===== src/rtl/scsp_dma_ctrl.sv =====
// scsp_dma_ctrl: sequencer for the SCSP internal DMA engine.
// Moves 16-bit words between sound RAM and the SCSP register space, one
// request at a time, and pulses the DMA-end interrupt at completion.
//
// Ports:
//   CLK, RST                 clock, synchronous active-high reset
//   DMEA, DRGA, DTLG         RAM word address, register word address, length
//   DDIR, DGATE, DEXE_SET    direction, zero-fill gate, start pulse
//   BUSY, DONE_IRQ           DEXE readback, one-cycle end-of-transfer pulse
//   MEM_REQ/WE/ADDR/DO/DI/ACK  sound-RAM arbiter handshake
//   REG_REQ/WE/ADDR/DO/DI/ACK  register-bus arbiter handshake
module scsp_dma_ctrl (
  input  logic        CLK,
  input  logic        RST,
  input  logic [18:0] DMEA,
  input  logic [10:0] DRGA,
  input  logic [10:0] DTLG,
  input  logic        DDIR,
  input  logic        DGATE,
  input  logic        DEXE_SET,
  output logic        BUSY,
  output logic        DONE_IRQ,
  output logic        MEM_REQ,
  output logic        MEM_WE,
  output logic [18:0] MEM_ADDR,
  output logic [15:0] MEM_DO,
  input  logic [15:0] MEM_DI,
  input  logic        MEM_ACK,
  output logic        REG_REQ,
  output logic        REG_WE,
  output logic [10:0] REG_ADDR,
  output logic [15:0] REG_DO,
  input  logic [15:0] REG_DI,
  input  logic        REG_ACK
);

  localparam int unsigned MA_W   = 19;
  localparam int unsigned RA_W   = 11;
  localparam int unsigned CNT_W  = 11;
  localparam int unsigned DATA_W = 16;

  typedef enum logic [2:0] {
    ST_IDLE  = 3'd0,
    ST_READ  = 3'd1,
    ST_WRITE = 3'd2,
    ST_NEXT  = 3'd3,
    ST_DONE  = 3'd4
  } state_t;

  state_t              state;
  state_t              state_nxt;

  // Working registers latched at start; the CR inputs are ignored afterwards.
  logic [MA_W-1:0]     ma;
  logic [RA_W-1:0]     ra;
  logic [CNT_W-1:0]    cnt;
  logic                dir;
  logic                gate;
  logic [DATA_W-1:0]   hold;

  // Source side is RAM for dir=0 and the register bus for dir=1; the
  // destination is always the other side. An ACK only counts while its own
  // REQ is the one being driven, so strays on the idle side are ignored.
  logic                src_ack;
  logic                dst_ack;
  logic [DATA_W-1:0]   src_di;
  logic [DATA_W-1:0]   wr_data;

  assign src_ack = dir ? REG_ACK : MEM_ACK;
  assign dst_ack = dir ? MEM_ACK : REG_ACK;
  assign src_di  = dir ? REG_DI  : MEM_DI;
  assign wr_data = gate ? DATA_W'(0) : hold;

  // State register.
  always_ff @(posedge CLK) begin
    if (RST) begin
      state <= ST_IDLE;
    end else begin
      state <= state_nxt;
    end
  end

  // Next-state logic.
  always_comb begin
    state_nxt = state;
    case (state)
      ST_IDLE: begin
        if (DEXE_SET) begin
          if (DTLG == CNT_W'(0)) begin
            state_nxt = ST_DONE;
          end else if (DGATE) begin
            state_nxt = ST_WRITE;
          end else begin
            state_nxt = ST_READ;
          end
        end
      end
      ST_READ: begin
        if (src_ack) begin
          state_nxt = ST_WRITE;
        end
      end
      ST_WRITE: begin
        if (dst_ack) begin
          state_nxt = ST_NEXT;
        end
      end
      ST_NEXT: begin
        // cnt is decremented on this edge, so a value of 1 means it becomes 0.
        if (cnt == CNT_W'(1)) begin
          state_nxt = ST_DONE;
        end else if (gate) begin
          state_nxt = ST_WRITE;
        end else begin
          state_nxt = ST_READ;
        end
      end
      ST_DONE: begin
        state_nxt = ST_IDLE;
      end
      default: begin
        state_nxt = ST_IDLE;
      end
    endcase
  end

  // Working registers: latch at start, capture read data, advance per word.
  always_ff @(posedge CLK) begin
    if (RST) begin
      ma   <= '0;
      ra   <= '0;
      cnt  <= '0;
      dir  <= 1'b0;
      gate <= 1'b0;
      hold <= '0;
    end else begin
      case (state)
        ST_IDLE: begin
          if (DEXE_SET) begin
            ma   <= DMEA;
            ra   <= DRGA;
            cnt  <= DTLG;
            dir  <= DDIR;
            gate <= DGATE;
          end
        end
        ST_READ: begin
          if (src_ack) begin
            hold <= src_di;
          end
        end
        ST_NEXT: begin
          ma  <= ma + MA_W'(1);
          ra  <= ra + RA_W'(1);
          cnt <= cnt - CNT_W'(1);
        end
        default: begin
        end
      endcase
    end
  end

  // Outputs decoded from state and working registers only. Address, WE and
  // data come from registers that do not change while in READ/WRITE, so they
  // stay stable for the whole request.
  always_comb begin
    BUSY     = 1'b0;
    DONE_IRQ = 1'b0;
    MEM_REQ  = 1'b0;
    MEM_WE   = 1'b0;
    MEM_ADDR = '0;
    MEM_DO   = '0;
    REG_REQ  = 1'b0;
    REG_WE   = 1'b0;
    REG_ADDR = '0;
    REG_DO   = '0;

    BUSY     = (state != ST_IDLE);
    DONE_IRQ = (state == ST_DONE);

    case (state)
      ST_READ: begin
        if (dir) begin
          REG_REQ  = 1'b1;
          REG_ADDR = ra;
        end else begin
          MEM_REQ  = 1'b1;
          MEM_ADDR = ma;
        end
      end
      ST_WRITE: begin
        if (dir) begin
          MEM_REQ  = 1'b1;
          MEM_WE   = 1'b1;
          MEM_ADDR = ma;
          MEM_DO   = wr_data;
        end else begin
          REG_REQ  = 1'b1;
          REG_WE   = 1'b1;
          REG_ADDR = ra;
          REG_DO   = wr_data;
        end
      end
      default: begin
      end
    endcase
  end

endmodule

===== config.mk =====
export PLATFORM = sky130hd
export DESIGN_NAME = scsp_dma_ctrl
export DESIGN_NICKNAME = d
export VERILOG_FILES = /design/src/rtl/scsp_dma_ctrl.sv
export SDC_FILE = /design/constraint.sdc
export NUM_CORES = 1
export LEC_CHECK = 0
export BUFFER_PORTS_ARGS = -buffer_cell sky130_fd_sc_hd__clkbuf_2
export CAP_MARGIN = 0
export CORE_MARGIN = 3
export CORE_UTILIZATION = 41
export DETAILED_ROUTE_END_ITERATION = 7
export GPL_TIMING_DRIVEN = 0
export PLACE_DENSITY = 0.73
export SLEW_MARGIN = 0
export SYNTH_ARGS = -nofsm -noshare
export SYNTH_HDL_FRONTEND = slang
export SYNTH_SLANG_ARGS = --single-unit

===== constraint.sdc =====
create_clock -name CLK -period 1.9 [get_ports CLK]
set_clock_uncertainty 0.2 [all_clocks]
set_input_delay 0.38 -clock CLK [delete_from_list [all_inputs] [get_ports CLK]]
set_output_delay 0.38 -clock CLK [all_outputs]
set_load 0.1 [all_outputs]

==> results_dict.tcl, run 1 <==
set metrics [dict create \
    status "finished, violations left" \
    violations "negative setup slack" \
    worstHoldPathCells 3 \
    seq_area_um2 1260 \
    multi_input_area_um2 3140 \
    final_util_pct 90.4 \
    tightest_slew_ns 0.811 \
    hold_buffers 0 \
    via_per_inst 7.19 \
    synth_top_family_by_area "simple AND/OR/NAND/NOR gates" \
    crit_type "flop to output port" \
    synth_common_cells "62 x and2_1, 62 x dfxtp_1, 44 x nor2_1, 39 x nand2_1, 32 x a21oi_1" \
    cts-root-buf "clkbuf_8" \
    maxCapViolCount 0 \
    area_growth_pct 110 \
    numCtsBuffers 9 \
    synth.distinct_cells 60 \
    muxShareOfSynthArea_pct 6.11 \
    synth_area_um2 3850 \
    cp-end-kind "output port" \
    syn_avg_cell_area_um2 7.85 \
    p_leak_nw 3.22 \
    worstPathArrival_ns 2.14 \
    die_h_um 103 \
    num_rows 34 \
    cts_tree "built" \
    fin_nets 793 \
    num_vias 5908 \
    routed_wl_mm 25.1 \
    synthTopCellsByArea "dfxtp_1 32%, and2_1 10%, mux2i_1 4.9%" \
    wl_per_cell_um 30.6 \
    grt_pass1_vias 4895 \
    coreArea_um2 8930 \
    synth-seq-cells 62 \
    period_minus_slack_ns 2.72 \
    track_usage_pct 31.8 \
    cp-start-kind "flop" \
    synth_top_area_share_pct 32.3 \
    numClockSinks 62 \
    grt_max_degree 11 \
    yosysTopAreaCell "dfxtp_1" \
    synth-edff-count 0 \
    die_w_um 103 \
    insertion_delay_ns 0.38 \
    async_flop_share_pct 0 \
    gp_congestion 0.977 \
    drc 0 \
    crit_path_max_fanout 5 \
    peakVddDrop_uv 647 \
    required_ns 1.32 \
    ys_seq_area_share_pct 32.3 \
    dpl.hpwl_mm 9.86 \
    hold_violations 0 \
    antenna_found_initial 0 \
    die_area_um2 10600 \
    maxSlewHeadroom_pct 44.4 \
    num_io_pins 148 \
    fmax_mhz 368 \
    synth-compound-area-share_pct 21.2 \
    start_util_pct 43.1 \
    yosys.area_share.simple_pct 34.3 \
    syn_nets 574 \
    drive_gt1_share_pct 57.7 \
    first_iter_violations 1001 \
    antenna_left 0 \
    grt_pass1_wl_mm 26.0 \
    postSynthCellCount 490 \
    ys.flop_type "dfxtp_1" \
    fin_ws_ns -0.820 \
    power_density_nw_per_um2 730 \
    htree_num_levels 3 \
    drtPass1Iterations 8 \
    diodes 0 \
    rsz0062_at_grt "true" \
    nFillCells 267 \
    slew_violations 0 \
    synth_xor_area_share_pct 0 \
    r2r_cells 8 \
    finalCritPeriodShare_pct 143 \
    grt_overflow 0 \
    pre_cts_ws_ns -0.829 \
    synth_adder_area_share_pct 1.30 \
    min_path_type "primary input to flop" \
    port_buffers 147 \
    clockBufferDepth 2 \
    clk_pin_slew_ns 0.09 \
    setup_viol_count_final 130 \
    yosys_warnings 0 \
    hold-worst-slack_ns 0.0401 \
]
## through the flow
| step | area (um^2) | instances | setup TNS (ns) | total power [mW] |
|---|---|---|---|---|
| after floorplan | 4140 | 490 | -17.66 | 2.66 |
| after global placement | 5010 | 745 | -45.49 | 3.00 |
| after detailed placement | 5010 | 745 | -48.25 | 3.04 |
| after CTS | 6960 | 776 | -48.44 | 4.87 |
| after global routing | 8070 | 822 | -67.51 | 5.95 |
| final | 8070 | 822 | -65.75 | 5.89 |
## repair_timing
| action | in CTS | in global routing |
|---|---|---|
| pin swaps | 14 | 56 |
| cloned | 1 | 10 |
| endpoints found under the setup margin | 115 | 128 |
| resized for setup | 264 | 165 |
| setup buffers | 14 | 39 |
## layout make-up
| type | count | area share, % |
|---|---|---|
| clock inverter | 3 | 1.12 |
| clock buffer | 13 | 1.97 |
| buffer | 33 | 4.60 |
| tap | 108 | 1.67 |
| multi-input combinational | 384 | 38.8 |
| timing repair buffer | 211 | 35.8 |
| inverter | 8 | 0.418 |
| sequential | 62 | 15.6 |
## where the power goes
| group | internal, mW | leakage [nW] | switching [mW] |
|---|---|---|---|
| registers | 1.44 | 0.512 | 0.226 |
| clock network | 0.947 | 0.124 | 0.638 |
| logic | 1.16 | 2.58 | 1.48 |
| total | 3.55 | 3.22 | 2.34 |
## kinds of logic after synthesis
family	after synthesis
DFF	62
adders and majority gates	4
muxes	23
and+or+nand+nor	236
buffers and inverters	44
AOI/OAI and AO/OA	121
## state kept, by name, summed over array words and instances (netlist names)
| name | cells |
|---|---|
| ma | 19 |
| hold | 16 |
| cnt | 11 |
| ra | 11 |
| state | 3 |
| dir | 1 |
| gate | 1 |
## worst max-delay path, stage by stage, from the launching register on
cell       delay, ns
dfxtp_2         0.35
buf_8           0.12
or3b_4          0.44
nor3_4          0.27
clkbuf_8        0.23
and2_4          0.15
clkbuf_16       0.19
## path summary, 6_finish.rpt
path | slack [ns] | from | to
max reg2reg | -0.46 | state[1] | ma[11]
max | -0.82 | state[0] | MEM_DO[13]
min reg2reg | 0.34 | cnt[10] | cnt[10]
min | 0.04 | DMEA[3] | ma[3]
## routing by layer
layer,global-route usage (%),share of wire [%],vias up
met4,14.9,9.9,0
met5,0,0,-
met3,6.16,14,262
met2,55.3,44,685
met1,37.7,33,2704
li1,-,-,2257
## cells in the final DEF, fill, tap and decap left out, types with 10 or more instances in the layout
cell / count
clkbuf_1: 11
nand2_2: 10
buf_8: 13
o211ai_1: 10
nand2_1: 26
mux2i_1: 19
a21oi_1: 21
buf_4: 27
clkbuf_2: 80
clkbuf_16: 78
or3_1: 10
nand4_1: 10
dfxtp_1: 56
nor2_1: 34
a31oi_1: 17
a21oi_2: 11
clkbuf_8: 14
buf_6: 26
and2_4: 60
Note: power is estimated with default switching activity, not from simulation.
==> run 2, diff against run 1 <==
--- a/constraint.sdc
+++ b/constraint.sdc
@@ -4,2 +4,2 @@
 set_output_delay 0.38 -clock CLK [all_outputs]
-set_load 0.1 [all_outputs]
+set_load 0.01 [all_outputs]
==> results_dict.tcl, run 2 (synthesis results as in run 1) <==
set metrics [dict create \
    status "finished, violations left" \
    violations "negative setup slack" \
    timing.critical_path.mode_cell "buf_6" \
    cts-root-buf "clkbuf_8" \
    die_h_um 103 \
    grt_max_degree 11 \
    routed_wl_mm 17.2 \
    track_usage_pct 28.5 \
    placed_cell_area_um2 4870 \
    r2r-start "state[0]" \
    drive_gt1_share_pct 54.4 \
    power_mw 4.80 \
    p_comb_share_pct 39.7 \
    stdcell_area_um2 6840 \
    final_cells 819 \
    numCtsBuffers 9 \
    p_int_mw 3.16 \
    finalCritPeriodShare_pct 132 \
    r2r_cells 9 \
    worstHoldPathCells 3 \
    start_util_pct 43.1 \
    wl_per_cell_um 21.0 \
    htree_num_levels 3 \
    dp.cells 745 \
    diodes 0 \
    dpl.hpwl_mm 9.95 \
    path_cells "or2b_1 -> mux2_4 -> nor2_4 -> buf_6 -> and2_4 -> buf_6" \
    r2r-end "ma[3]" \
    pre_cts_ws_ns -0.376 \
    switching_share_pct 34.2 \
    die_area_um2 10600 \
    drc 0 \
    worstHoldStart "DTLG[3]" \
    crit_buf_inv 2 \
    min_path_type "primary input to flop" \
    final_cell_mix "87 x buf_6, 84 x clkbuf_2, 54 x and2_4" \
    antenna_found_initial 0 \
    clk_pin_slew_ns 0.07 \
    top_register "ma" \
    largest_reg_flops 19 \
    pwr-share-clk_pct 26.2 \
    coreArea_um2 8930 \
    fmax_mhz 398 \
    dr.max_layer_used "met4" \
    area_growth_pct 77.8 \
    grt_pass1_wl_mm 23.5 \
    port_buffers 147 \
    power_density_nw_per_um2 702 \
    wirelength_met1_mm 6.36 \
    slew_violations 0 \
    fin_ws_ns -0.614 \
    peakVddDrop_uv 474 \
    period_minus_slack_ns 2.51 \
    die_w_um 103 \
    clockBufferDepth 2 \
    cp-start-kind "flop" \
    drtPass1Iterations 5 \
    reg.largest.list "ma: 19 flops, hold: 16 flops" \
    hold_end "cnt[3]" \
    maxSlewHeadroom_pct 49.1 \
    wl_met2_mm 8.58 \
    maxCapViolCount 0 \
    cp-end-kind "output port" \
    numClockSinks 62 \
    reg2reg_slack_ns -0.28 \
    hold-worst-slack_ns 0.0680 \
    grt_pass1_vias 4712 \
    cts_tree "built" \
    p_switching_mw 1.64 \
    final_common_cell "buf_6" \
    critPathTopFamily "simple AND/OR/NAND/NOR gates" \
    required_ns 1.32 \
    worstPathArrival_ns 1.93 \
    via_per_inst 6.14 \
    first_iter_violations 411 \
    grt_overflow 0 \
    insertion_delay_ns 0.35 \
    tightest_slew_ns 0.764 \
    num_io_pins 148 \
    hold_buffers 0 \
    crit_type "flop to output port" \
    crit_path_max_fanout 7 \
    gp_congestion 0.962 \
    antenna_left 0 \
    pwr-share-seq_pct 34.1 \
    setup_viol_count_final 112 \
    hold_violations 0 \
    p_leak_nw 2.84 \
    num_rows 34 \
    fin_nets 791 \
    slowest_stage "dfxtp_2" \
    num_vias 5029 \
    wl_met3_mm 1.66 \
    critPathMaxStageDelay_ns 0.34 \
    rsz0062_at_grt "true" \
]
[run 2: cell count changes in the layout (fill, tap and decap cells not counted), sizes merged]
cell,previous run,this run
buf,74,140
bufinv,3,2
clkbuf,183,112
clkinv,0,3
clkinvlp,1,0
inv,7,8
[run 2: routing by layer]
layer / vias to the layer above / global-route usage, %
met5: - / 0
met4: 0 / 12.3
met3: 61 / 6.97
met2: 342 / 48.4
met1: 2356 / 34.3
li1: 2270 / -
[run 2: repair_timing]
action / in CTS / in global routing
endpoints found under the setup margin: 114 / 129
pin swaps: 45 / 39
resized for setup: 153 / 209
buffers inserted: 34 / 23
cloned: 8 / 2
[run 2: power by group through the flow]
stage                     logic (mW)  clock network [mW]  registers [mW]
final                           1.91                1.26            1.64
after detailed placement        1.03                   0            1.62
after global routing            2.00                1.30            1.65
after CTS                       1.58                1.25            1.61
after floorplan                0.693                   0            1.58
after global placement          1.00                   0            1.61
[run 2: final cells by class]
type	instances	area, um^2
tap	108	135
buffer	35	385
sequential	62	1260
fill	563	2090
multi-input combinational	384	3060
clock inverter	5	75.1
clock buffer	10	128
inverter	8	32.5
timing repair buffer	207	1770
[run 2: metrics by stage]
step                      setup TNS, ns  util [%]
after floorplan                   -1.88         -
after global placement           -20.43      54.5
after detailed placement         -22.49      54.5
after CTS                        -42.35      67.9
after global routing             -45.14      76.6
final                            -39.53      76.6
[run 2: how the worst max path moves through the flow]
stage	start	end	cells after the start	slack, ns
finish	state[1]	MEM_ADDR[7]	6	-0.61
detailed placement	state[1]	MEM_DO[7]	6	-0.38
global route	state[0]	MEM_ADDR[7]	6	-0.66
global placement	state[1]	MEM_DO[7]	6	-0.36
CTS	state[1]	MEM_ADDR[17]	6	-0.57
floorplan	state[1]	MEM_DO[10]	5	-0.11
[run 2: worst min-delay path, stage by stage]
cell and delay [ns]:
clkbuf_2 0.09, nand2_1 0.05, a21oi_1 0.05
==> run 3, diff against run 2 <==
PLACE_DENSITY = 0.7   (was 0.73)
clock period = 2.95 ns   (was 1.9 ns; I/O delays follow)
==> results_dict.tcl, run 3 (synthesis results as in run 1) <==
set metrics [dict create \
    track_usage_pct 24.7 \
    grt_max_degree 11 \
    slew_violations 0 \
    cts-root-buf "clkbuf_8" \
    clockBufferDepth 2 \
    final_cell_mix "148 x clkbuf_2, 62 x and2_1, 62 x dfxtp_1" \
    finalCritPeriodShare_pct 96.4 \
    crit_type "flop to output port" \
    wl_per_cell_um 17.6 \
    grt_pass1_wl_mm 20.5 \
    antenna_left 0 \
    diodes 0 \
    tightest_slew_ns 0.683 \
    power_density_nw_per_um2 512 \
    fmax_mhz 351 \
    worstHoldStart "DRGA[6]" \
    num_io_pins 148 \
    cts_tree "built" \
    routed_wl_mm 13.4 \
    hold_violations 0 \
    cp-end-kind "output port" \
    die_h_um 103 \
    first_iter_violations 302 \
    p_leak_nw 2.12 \
    crit_path_start "state[1]" \
    r2r-start "state[2]" \
    drc 0 \
    grt_pass1_vias 4152 \
    gp_congestion 0.916 \
    num_rows 34 \
    stdcell_area_um2 5020 \
    area_growth_pct 30.5 \
    fin_ws_ns 0.105 \
    required_ns 2.16 \
    power_mw 2.57 \
    peakVddDrop_uv 287 \
    multi_input_area_um2 2440 \
    seq_area_um2 1240 \
    numClockSinks 62 \
    nFillCells 829 \
    htree_num_levels 3 \
    insertion_delay_ns 0.34 \
    min_path_type "primary input to flop" \
    placed_cell_area_um2 4720 \
    die_area_um2 10600 \
    top_register "ma" \
    dpl.hpwl_mm 10.1 \
    via_per_inst 5.88 \
    pre_cts_ws_ns 0.159 \
    reg.largest.list "ma: 19 flops, hold: 16 flops" \
    worstPathArrival_ns 2.05 \
    clk_pin_slew_ns 0.07 \
    setup_viol_count_final 0 \
    antenna_found_initial 0 \
    status "finished, final reports clean" \
    die_w_um 103 \
    numCtsBuffers 9 \
    port_buffers 147 \
    fin_nets 736 \
    final_common_cell "clkbuf_2" \
    largest_reg_flops 19 \
    hold_buffers 0 \
    num_vias 4498 \
    coreArea_um2 8930 \
    maxCapViolCount 0 \
    grt_overflow 0 \
    drive_gt1_share_pct 29.5 \
    period_minus_slack_ns 2.84 \
    drtPass1Iterations 6 \
    maxSlewHeadroom_pct 54.5 \
    crit_path_max_fanout 10 \
    start_util_pct 43.1 \
    cp-start-kind "flop" \
]
[run 3: through the flow]
step / hold slack (ns) / util [%] / cells / setup TNS, ns
after floorplan: 0.246 / - / 490 / 0
after global placement: 0.268 / 52.8 / 745 / 0
after detailed placement: 0.275 / 52.8 / 745 / 0
after CTS: 0.274 / 55.7 / 761 / 0
final: 0.278 / 56.2 / 765 / 0
after global routing: 0.287 / 56.2 / 765 / -0.000761
[run 3: repair_timing]
item	4_1_cts	5_1_grt
pin swaps	0	3
hold endpoints to repair	0	0
gates resized for setup	7	11
setup endpoints to repair	32	38
setup buffers	0	4
cloned	0	0
[run 3: final timing paths]
kind              slack [ns]         to  cells past startpoint
setup / recovery        0.11  MEM_DO[7]                      6
hold / removal          0.28      ra[6]                      3
setup reg to reg        0.61      ma[0]                      6
hold reg to reg         0.30    cnt[10]                      1
[run 3: worst max-delay path, stage by stage, from the launching register on]
cell,delay [ns]
dfxtp_1,0.34
buf_4,0.19
or3b_4,0.46
nor3_4,0.25
buf_4,0.20
and2_1,0.14
clkbuf_2,0.14
[run 3: cell type report]
class / instances / area share (%)
Buffer: 36 / 3.41
Clock buffer: 13 / 3.36
Clock inverter: 3 / 1.30
Inverter: 8 / 0.598
Multi-Input combinational cell: 384 / 48.7
Sequential cell: 62 / 24.7
Tap cell: 108 / 2.69
Timing Repair Buffer: 151 / 15.3
[run 3: report_power, final]
group / total [mW] / switching, mW / leakage [nW] / internal, mW
registers: 1.02 / 0.0956 / 0.509 / 0.928
logic: 0.662 / 0.397 / 1.49 / 0.265
clock network: 0.887 / 0.343 / 0.120 / 0.544
total: 2.57 / 0.835 / 2.12 / 1.74
[run 3: per-layer routing]
layer | up-vias | wire length, um | global-route usage, %
met2 | 244 | 6320 | 41.1
met5 | - | 0 | 0
met3 | 28 | 1200 | 3.86
li1 | 2126 | - | -
met1 | 2100 | 5670 | 32.5
met4 | 0 | 244 | 8.86
